$ cat config.mk
export PLATFORM = sky130hd
export DESIGN_NAME = i2s_tx_stream_flat
export DESIGN_NICKNAME = d
export VERILOG_FILES = /design/src/rtl/i2s_tx_stream_if.sv /design/src/rtl/i2s_tx_stream.sv /design/src/flat_wrapper.sv
export SDC_FILE = /design/constraint.sdc
export NUM_CORES = 1
export LEC_CHECK = 0
export ABC_AREA = 1
export CELL_PAD_IN_SITES_DETAIL_PLACEMENT = 0
export CELL_PAD_IN_SITES_GLOBAL_PLACEMENT = 1
export CORE_MARGIN = 2
export CORE_UTILIZATION = 30
export DETAILED_ROUTE_END_ITERATION = 8
export GPL_TIMING_DRIVEN = 0
export PLACE_DENSITY_LB_ADDON = 0.2
export SYNTH_ARGS = -nofsm -noshare
export SYNTH_HDL_FRONTEND = slang
export SYNTH_SLANG_ARGS = --single-unit
$ cat constraint.sdc
create_clock -name clk -period 3.32 [get_ports clk]
set_input_delay 0.498 -clock clk [delete_from_list [all_inputs] [get_ports clk]]
set_output_delay 0.498 -clock clk [all_outputs]
set_load 0.005 [all_outputs]
$ cat src/rtl/i2s_tx_stream_if.sv
`default_nettype none
// ============================================================================
// Module   : i2s_tx_stream_if
// Purpose  : Valid/ready stereo sample stream into the I2S transmitter.
// Revision : 1.0 - initial release
// ============================================================================
interface i2s_tx_stream_if #(
   parameter int DATA_BITS = 16
) ();
   logic                 s_valid;
   logic                 s_ready;
   logic [DATA_BITS-1:0] s_left;
   logic [DATA_BITS-1:0] s_right;

   modport master (output s_valid, s_left, s_right, input s_ready);
   modport slave  (input s_valid, s_left, s_right, output s_ready);
endinterface
`default_nettype wire

$ cat src/rtl/i2s_tx_stream.sv
`default_nettype none
// ============================================================================
// Module   : i2s_tx_stream
// Purpose  : Stereo I2S transmitter, BCK from a fractional accumulator, samples
//            via valid/ready into a one-frame holding register.
//            Define I2S_TX_LEFT_JUST_EN for left-justified output.
// Revision : 1.0 - initial release
// ============================================================================
module i2s_tx_stream #(
   parameter int CLK_HZ    = 6000000,
   parameter int BCK_HZ    = 1411200,
   parameter int DATA_BITS = 16,
   parameter int SLOT_BITS = 16,
   parameter int ACC_BITS  = 25
) (
   input  wire logic      clk,
   input  wire logic      sys_rst_i,
   i2s_tx_stream_if.slave s_if,
   output logic           i2s_bck,
   output logic           i2s_lrck,
   output logic           i2s_din,
   output logic           frame_start,
   output logic           underrun
);
   localparam int FRAME_BITS = 2 * SLOT_BITS;
   localparam int IDX_W      = $clog2(FRAME_BITS);
   localparam logic [IDX_W-1:0]    C_LAST_IDX = IDX_W'(FRAME_BITS - 1);
   localparam logic [IDX_W-1:0]    C_SLOT     = IDX_W'(SLOT_BITS);
   localparam logic [IDX_W-1:0]    C_ONE      = IDX_W'(1);
   localparam logic [ACC_BITS-1:0] C_INC      = ACC_BITS'(2 * BCK_HZ);
   localparam logic [ACC_BITS-1:0] C_MOD      = ACC_BITS'(CLK_HZ);

   if (SLOT_BITS < DATA_BITS) begin : g_err_slot
      $error("i2s_tx_stream: SLOT_BITS must be >= DATA_BITS");
   end
   if (2 * BCK_HZ >= CLK_HZ) begin : g_err_bck
      $error("i2s_tx_stream: 2*BCK_HZ must be < CLK_HZ");
   end
   if ((longint'(CLK_HZ) + 2 * longint'(BCK_HZ)) >= (longint'(1) << ACC_BITS)) begin : g_err_acc
      $error("i2s_tx_stream: ACC_BITS cannot hold CLK_HZ+2*BCK_HZ");
   end

   logic [ACC_BITS-1:0]  acc_q, acc_d, sum;
   logic                 tick, fall, boundary, accept, slot_hi, lj_bit;
   logic                 bck_q, bck_d, lrck_q, lrck_d, din_q, din_d;
   logic [IDX_W-1:0]     bit_idx_q, bit_idx_d, p, k;
   logic                 hold_full_q, hold_full_d;
   logic [DATA_BITS-1:0] hold_l_q, hold_l_d, hold_r_q, hold_r_d;
   logic [DATA_BITS-1:0] act_l_q, act_l_d, act_r_q, act_r_d, word, word_sh;
   logic                 frame_start_q, frame_start_d, underrun_q, underrun_d;
`ifdef I2S_TX_LEFT_JUST_EN
`else
   logic                 lj_q, lj_d;
`endif

   always_comb begin
      sum           = acc_q + C_INC;
      tick          = (sum >= C_MOD);
      acc_d         = tick ? (sum - C_MOD) : sum;
      bck_d         = bck_q ^ tick;
      fall          = tick & bck_q;
      p             = (bit_idx_q == C_LAST_IDX) ? '0 : (bit_idx_q + C_ONE);
      boundary      = fall && (p == '0);
      accept        = s_if.s_valid && !hold_full_q;

      bit_idx_d     = bit_idx_q;
      lrck_d        = lrck_q;
      din_d         = din_q;
      hold_full_d   = hold_full_q;
      hold_l_d      = hold_l_q;
      hold_r_d      = hold_r_q;
      act_l_d       = act_l_q;
      act_r_d       = act_r_q;
      frame_start_d = 1'b0;
      underrun_d    = 1'b0;
`ifdef I2S_TX_LEFT_JUST_EN
`else
      lj_d          = lj_q;
`endif

      if (accept) begin
         hold_full_d = 1'b1;
         hold_l_d    = s_if.s_left;
         hold_r_d    = s_if.s_right;
      end

      // Transfer decision looks at the registered hold state only, so a
      // sample accepted in the boundary clk waits for the following frame.
      if (boundary) begin
         frame_start_d = 1'b1;
         if (hold_full_q) begin
            act_l_d     = hold_l_q;
            act_r_d     = hold_r_q;
            hold_full_d = 1'b0;
         end else begin
            act_l_d    = '0;
            act_r_d    = '0;
            underrun_d = 1'b1;
         end
      end

      slot_hi = (p >= C_SLOT);
      k       = slot_hi ? (p - C_SLOT) : p;
      word    = slot_hi ? act_r_d : act_l_d;
      // Positions past the sample width shift out as zero padding.
      word_sh = word << k;
      lj_bit  = word_sh[DATA_BITS-1];

      if (fall) begin
         bit_idx_d = p;
         lrck_d    = slot_hi;
`ifdef I2S_TX_LEFT_JUST_EN
         din_d     = lj_bit;
`else
         din_d     = lj_q;
         lj_d      = lj_bit;
`endif
      end
   end

   always_ff @(posedge clk) begin
      if (sys_rst_i) begin
         acc_q         <= '0;
         bck_q         <= 1'b0;
         bit_idx_q     <= C_LAST_IDX;
         lrck_q        <= 1'b1;
         din_q         <= 1'b0;
         hold_full_q   <= 1'b0;
         hold_l_q      <= '0;
         hold_r_q      <= '0;
         act_l_q       <= '0;
         act_r_q       <= '0;
         frame_start_q <= 1'b0;
         underrun_q    <= 1'b0;
`ifdef I2S_TX_LEFT_JUST_EN
`else
         lj_q          <= 1'b0;
`endif
      end else begin
         acc_q         <= acc_d;
         bck_q         <= bck_d;
         bit_idx_q     <= bit_idx_d;
         lrck_q        <= lrck_d;
         din_q         <= din_d;
         hold_full_q   <= hold_full_d;
         hold_l_q      <= hold_l_d;
         hold_r_q      <= hold_r_d;
         act_l_q       <= act_l_d;
         act_r_q       <= act_r_d;
         frame_start_q <= frame_start_d;
         underrun_q    <= underrun_d;
`ifdef I2S_TX_LEFT_JUST_EN
`else
         lj_q          <= lj_d;
`endif
      end
   end

   assign s_if.s_ready = ~hold_full_q;
   assign i2s_bck      = bck_q;
   assign i2s_lrck     = lrck_q;
   assign i2s_din      = din_q;
   assign frame_start  = frame_start_q;
   assign underrun     = underrun_q;
endmodule
`default_nettype wire

$ cat src/flat_wrapper.sv
// flat-port wrapper written by rule: the top's interface ports become plain ports
module i2s_tx_stream_flat 
#(
   parameter int CLK_HZ    = 6000000,
   parameter int BCK_HZ    = 1411200,
   parameter int DATA_BITS = 16,
   parameter int SLOT_BITS = 16,
   parameter int ACC_BITS  = 25
)
  (clk, sys_rst_i, i2s_bck, i2s_lrck, i2s_din, frame_start, underrun, s_if_s_valid, s_if_s_left, s_if_s_right, s_if_s_ready);
  i2s_tx_stream_if #(.DATA_BITS(DATA_BITS)) s_if_i ();
  input  wire logic clk;
  input  wire logic sys_rst_i;
  output logic i2s_bck;
  output logic i2s_lrck;
  output logic i2s_din;
  output logic frame_start;
  output logic underrun;
  input wire logic [$bits(s_if_i.s_valid)-1:0] s_if_s_valid;
  input wire logic [$bits(s_if_i.s_left)-1:0] s_if_s_left;
  input wire logic [$bits(s_if_i.s_right)-1:0] s_if_s_right;
  output wire logic [$bits(s_if_i.s_ready)-1:0] s_if_s_ready;
  assign s_if_i.s_valid = s_if_s_valid;
  assign s_if_i.s_left = s_if_s_left;
  assign s_if_i.s_right = s_if_s_right;
  assign s_if_s_ready = s_if_i.s_ready;
  i2s_tx_stream #(.CLK_HZ(CLK_HZ), .BCK_HZ(BCK_HZ), .DATA_BITS(DATA_BITS), .SLOT_BITS(SLOT_BITS), .ACC_BITS(ACC_BITS)) u_core (.clk(clk), .sys_rst_i(sys_rst_i), .s_if(s_if_i), .i2s_bck(i2s_bck), .i2s_lrck(i2s_lrck), .i2s_din(i2s_din), .frame_start(frame_start), .underrun(underrun));
endmodule
==> out/qor.txt <==
Outcome: finished clean
Synth Area in Compound Gates: 0.1137
Row cnt: 45
Die area: 16640 um^2
CP Data Arrival Time: 3520 ps
# DRC: 0
Multi-input gate area: 2960 um^2
Final Max Slew Viols: 0
Peak supply drop: 0.3867 mV
Tmin final: 3271 ps
Slew margin rel.: 0.4180
Syn Inst Count: 675
Kind of start point of the critical path: flip-flop
EDFF count, synth: 0
Hold path depth: 2
Die Width: 129.0 um
Hold Crit Class: reg2reg
Worst skew pair latency: 350 ps
Max H-tree Level: 3
# clock sinks: 94
Mean Syn Cell Area: 6.946 um^2
RSZ-0062 raised after global routing: yes
WL per Instance: 14.73 um
Syn nets: 716
Vias in the first global route: 4378
Xor/xnor share of the synthesized area: 0.02028
CTS Hold Bufs: 0
Largest net degree at the start of global routing: 16
DRT iter0 DRCs: 212
First-pass GRT wire length: 22760 um
Worst-Margin Slew: 869.8 ps
Seq/Total Area, Yosys: 0.4014
Post-synthesis adder-cell area fraction: 0.01601
Fin cells: 964
FF-to-FF path depth: 26
Layout cells sized above 1: 0.2324
Total congestion overflow: 0
Asr flop ratio synth: 0
Max Fclk: 305.7 MHz
Top-area cell type share of the netlist area: 0.4014
Area Overhead vs Synth: 38.27%
CTS tree: done
Final GP Congestion: 0.8334
P per Cell Area: 1111 nW/um^2
I/O Buffers: 40
CP required: 3570 ps
Main combinational cell family by area after synthesis: simple AND/OR/NAND/NOR gates
Post-route ant nets: 0
Setup TNS Final: 0 ps
FF+latch count, synth: 94
CTS Buffer Depth: 2
Multiplexer share of the synthesized area: 0
TritonRoute pass-1 iters: 4
GRT Total Usage: 0.1769
CP Capture Type: flip-flop
Fin crit share: 0.9853
Vias per cell: 4.766
Dominant synthesized flop cell: dfxtp_1
Synth Warn #: 0
Clock transition at path regs: 60 ps
DRT Wirelength: 14200 um
Final setup fails: 0
DP HPWL: 9767 um
Fill count: 1564
Number of distinct library cells after synthesis: 38
Core area: 15260 um^2
Clk root buf: clkbuf_16
Cell Area, Synth: 4688 um^2
Die span in y: 129.0 um
Number of diodes: 0
Final hold vios: 0
Maximum Capacitance Violations: 0
Simple-gate share of the synthesized area: 0.3739
Dpl cells: 926
Kind of critical path: reg2reg
Vias: 4594
Initial Util: 0.3073
Nets@finish: 791
Synth area leaders: dfxtp_1 (40%), nand2_1 (9.8%), nand3_1 (9.2%)
CTS buffer count: 9
Num ports: 41
P_leak: 2.703 nW
Sequential cell area: 1891 um^2
Cell taking the most area after synthesis: dfxtp_1
CP max FO: 8
Final Skew: 9.274 ps
Initial antenna violation count: 0
per-stage QoR:
step	power [mW]	utilization	worst slack, ps	hold WS, ps	instance area, um^2
final	7.199	0.4248	48.71	467.7	6482
after global routing	7.736	0.4248	-164.9	476.2	6482
after CTS	6.612	0.3980	4.289	469.2	6073
after detailed placement	4.961	0.3508	-829.1	452.1	5353
after global placement	4.947	0.3508	-809.5	441.6	5353
after floorplan	3.975	-	13.65	435.4	4688
layer usage:
layer,GRT usage,share of wire,vias to the layer above
met2,0.2627,0.43,84
met4,0.06202,0.019,0
met3,0.02973,0.044,19
met5,0,0,-
met1,0.2589,0.51,2120
li1,-,-,2371
synth_stat cells (2+ instances only):
cell type	instances
nand2_1	122
nor2_1	109
dfxtp_1	94
nand3_1	86
a21oi_1	53
inv_1	41
o21ai_0	39
clkbuf_1	20
nand3b_1	20
nand2_2	16
nand4_1	13
buf_2	9
xor2_1	7
ha_1	6
inv_2	4
nor3_1	4
buf_1	2
buf_4	2
clkinv_1	2
nand3_2	2
nor2_2	2
nor2_4	2
o211ai_1	2
o21ai_1	2
o21ai_2	2
xnor2_1	2
path summary, 6_finish.rpt:
path | to | slack, ps | start
max | u_core.lj_q | 50 | u_core.acc_q[8]
min | u_core.i2s_lrck | 470 | u_core.i2s_lrck
max reg2reg | u_core.lj_q | 50 | u_core.acc_q[8]
min reg2reg | u_core.i2s_lrck | 470 | u_core.i2s_lrck
cell families after synthesis:
family / Yosys count
adders and majority gates: 6
xor gates and xnor gates: 10
AOI/OAI and AO/OA: 102
DFF: 94
and+or+nand+nor: 381
buffers and inverters: 82
final cells by class:
cell class / count / share of cell area
multi-input cells: 499 / 0.4567
flip-flops and latches: 94 / 0.2916
repair buffers: 66 / 0.1067
well taps: 211 / 0.04073
clock buffers: 9 / 0.03474
plain buffers: 33 / 0.03262
inverters: 47 / 0.02760
clock inverters: 5 / 0.009265
state kept, by name, indices dropped and copies added (netlist names):
signal / count
u_core.underrun: 1
u_core.acc_q: 18
u_core.act_r_q: 16
u_core.hold_full_q: 1
u_core.hold_l_q: 16
u_core.act_l_q: 16
u_core.bit_idx_q: 5
u_core.i2s_lrck: 1
u_core.lj_q: 1
u_core.frame_start: 1
u_core.i2s_din: 1
u_core.i2s_bck: 1
u_core.hold_r_q: 16
report_power, final:
| group | total, mW | internal, mW | switching, mW |
|---|---|---|---|
| registers | 1.53 | 1.34 | 0.190 |
| logic | 4.62 | 1.80 | 2.82 |
| clock network | 1.04 | 0.580 | 0.463 |
worst max-delay path, cell delays in order (launching register included):
cell	delay, ps
dfxtp_4	360
buf_4	130
nand4_2	120
nand2_4	80
buf_4	140
xnor2_1	220
nand2_1	150
nor2_4	220
o21ai_4	100
nand2_4	110
nand2_8	60
ha_4	170
inv_4	60
buf_6	110
nor2_4	40
buf_12	150
buf_4	150
nand3b_1	140
nand3_2	100
nand3_2	110
nand3_2	90
nand3_2	60
nand2_1	70
nand2_1	60
nand3_1	70
nand2_1	60
inv_1	30
cell usage in the layout, fill, tap and decap left out, types with 3 or more instances in the layout:
cell type        count
nand4_1             13
inv_1               39
nor3_1               4
nand2_4             13
nor2_1             106
clkdlybuf4s50_1     40
nand2_2             35
nor2_4               5
nand3b_1            20
ha_1                 4
buf_6               10
clkbuf_16            9
buf_12               5
buf_4               17
nand3_2             45
nand3_1             40
xor2_2               3
o21ai_0             39
nand3_4              3
xor2_1               5
inv_2                5
o21ai_4              3
nand2_1             90
a21oi_1             53
dfxtp_1             91
clkbuf_1            20
repair_timing:
item,in CTS,in global routing
buffers inserted,17,3
resized for setup,57,91
endpoints found under the setup margin,33,1
cloned,6,0
pin swaps,20,38
Power figures use the tool's default switching activity.
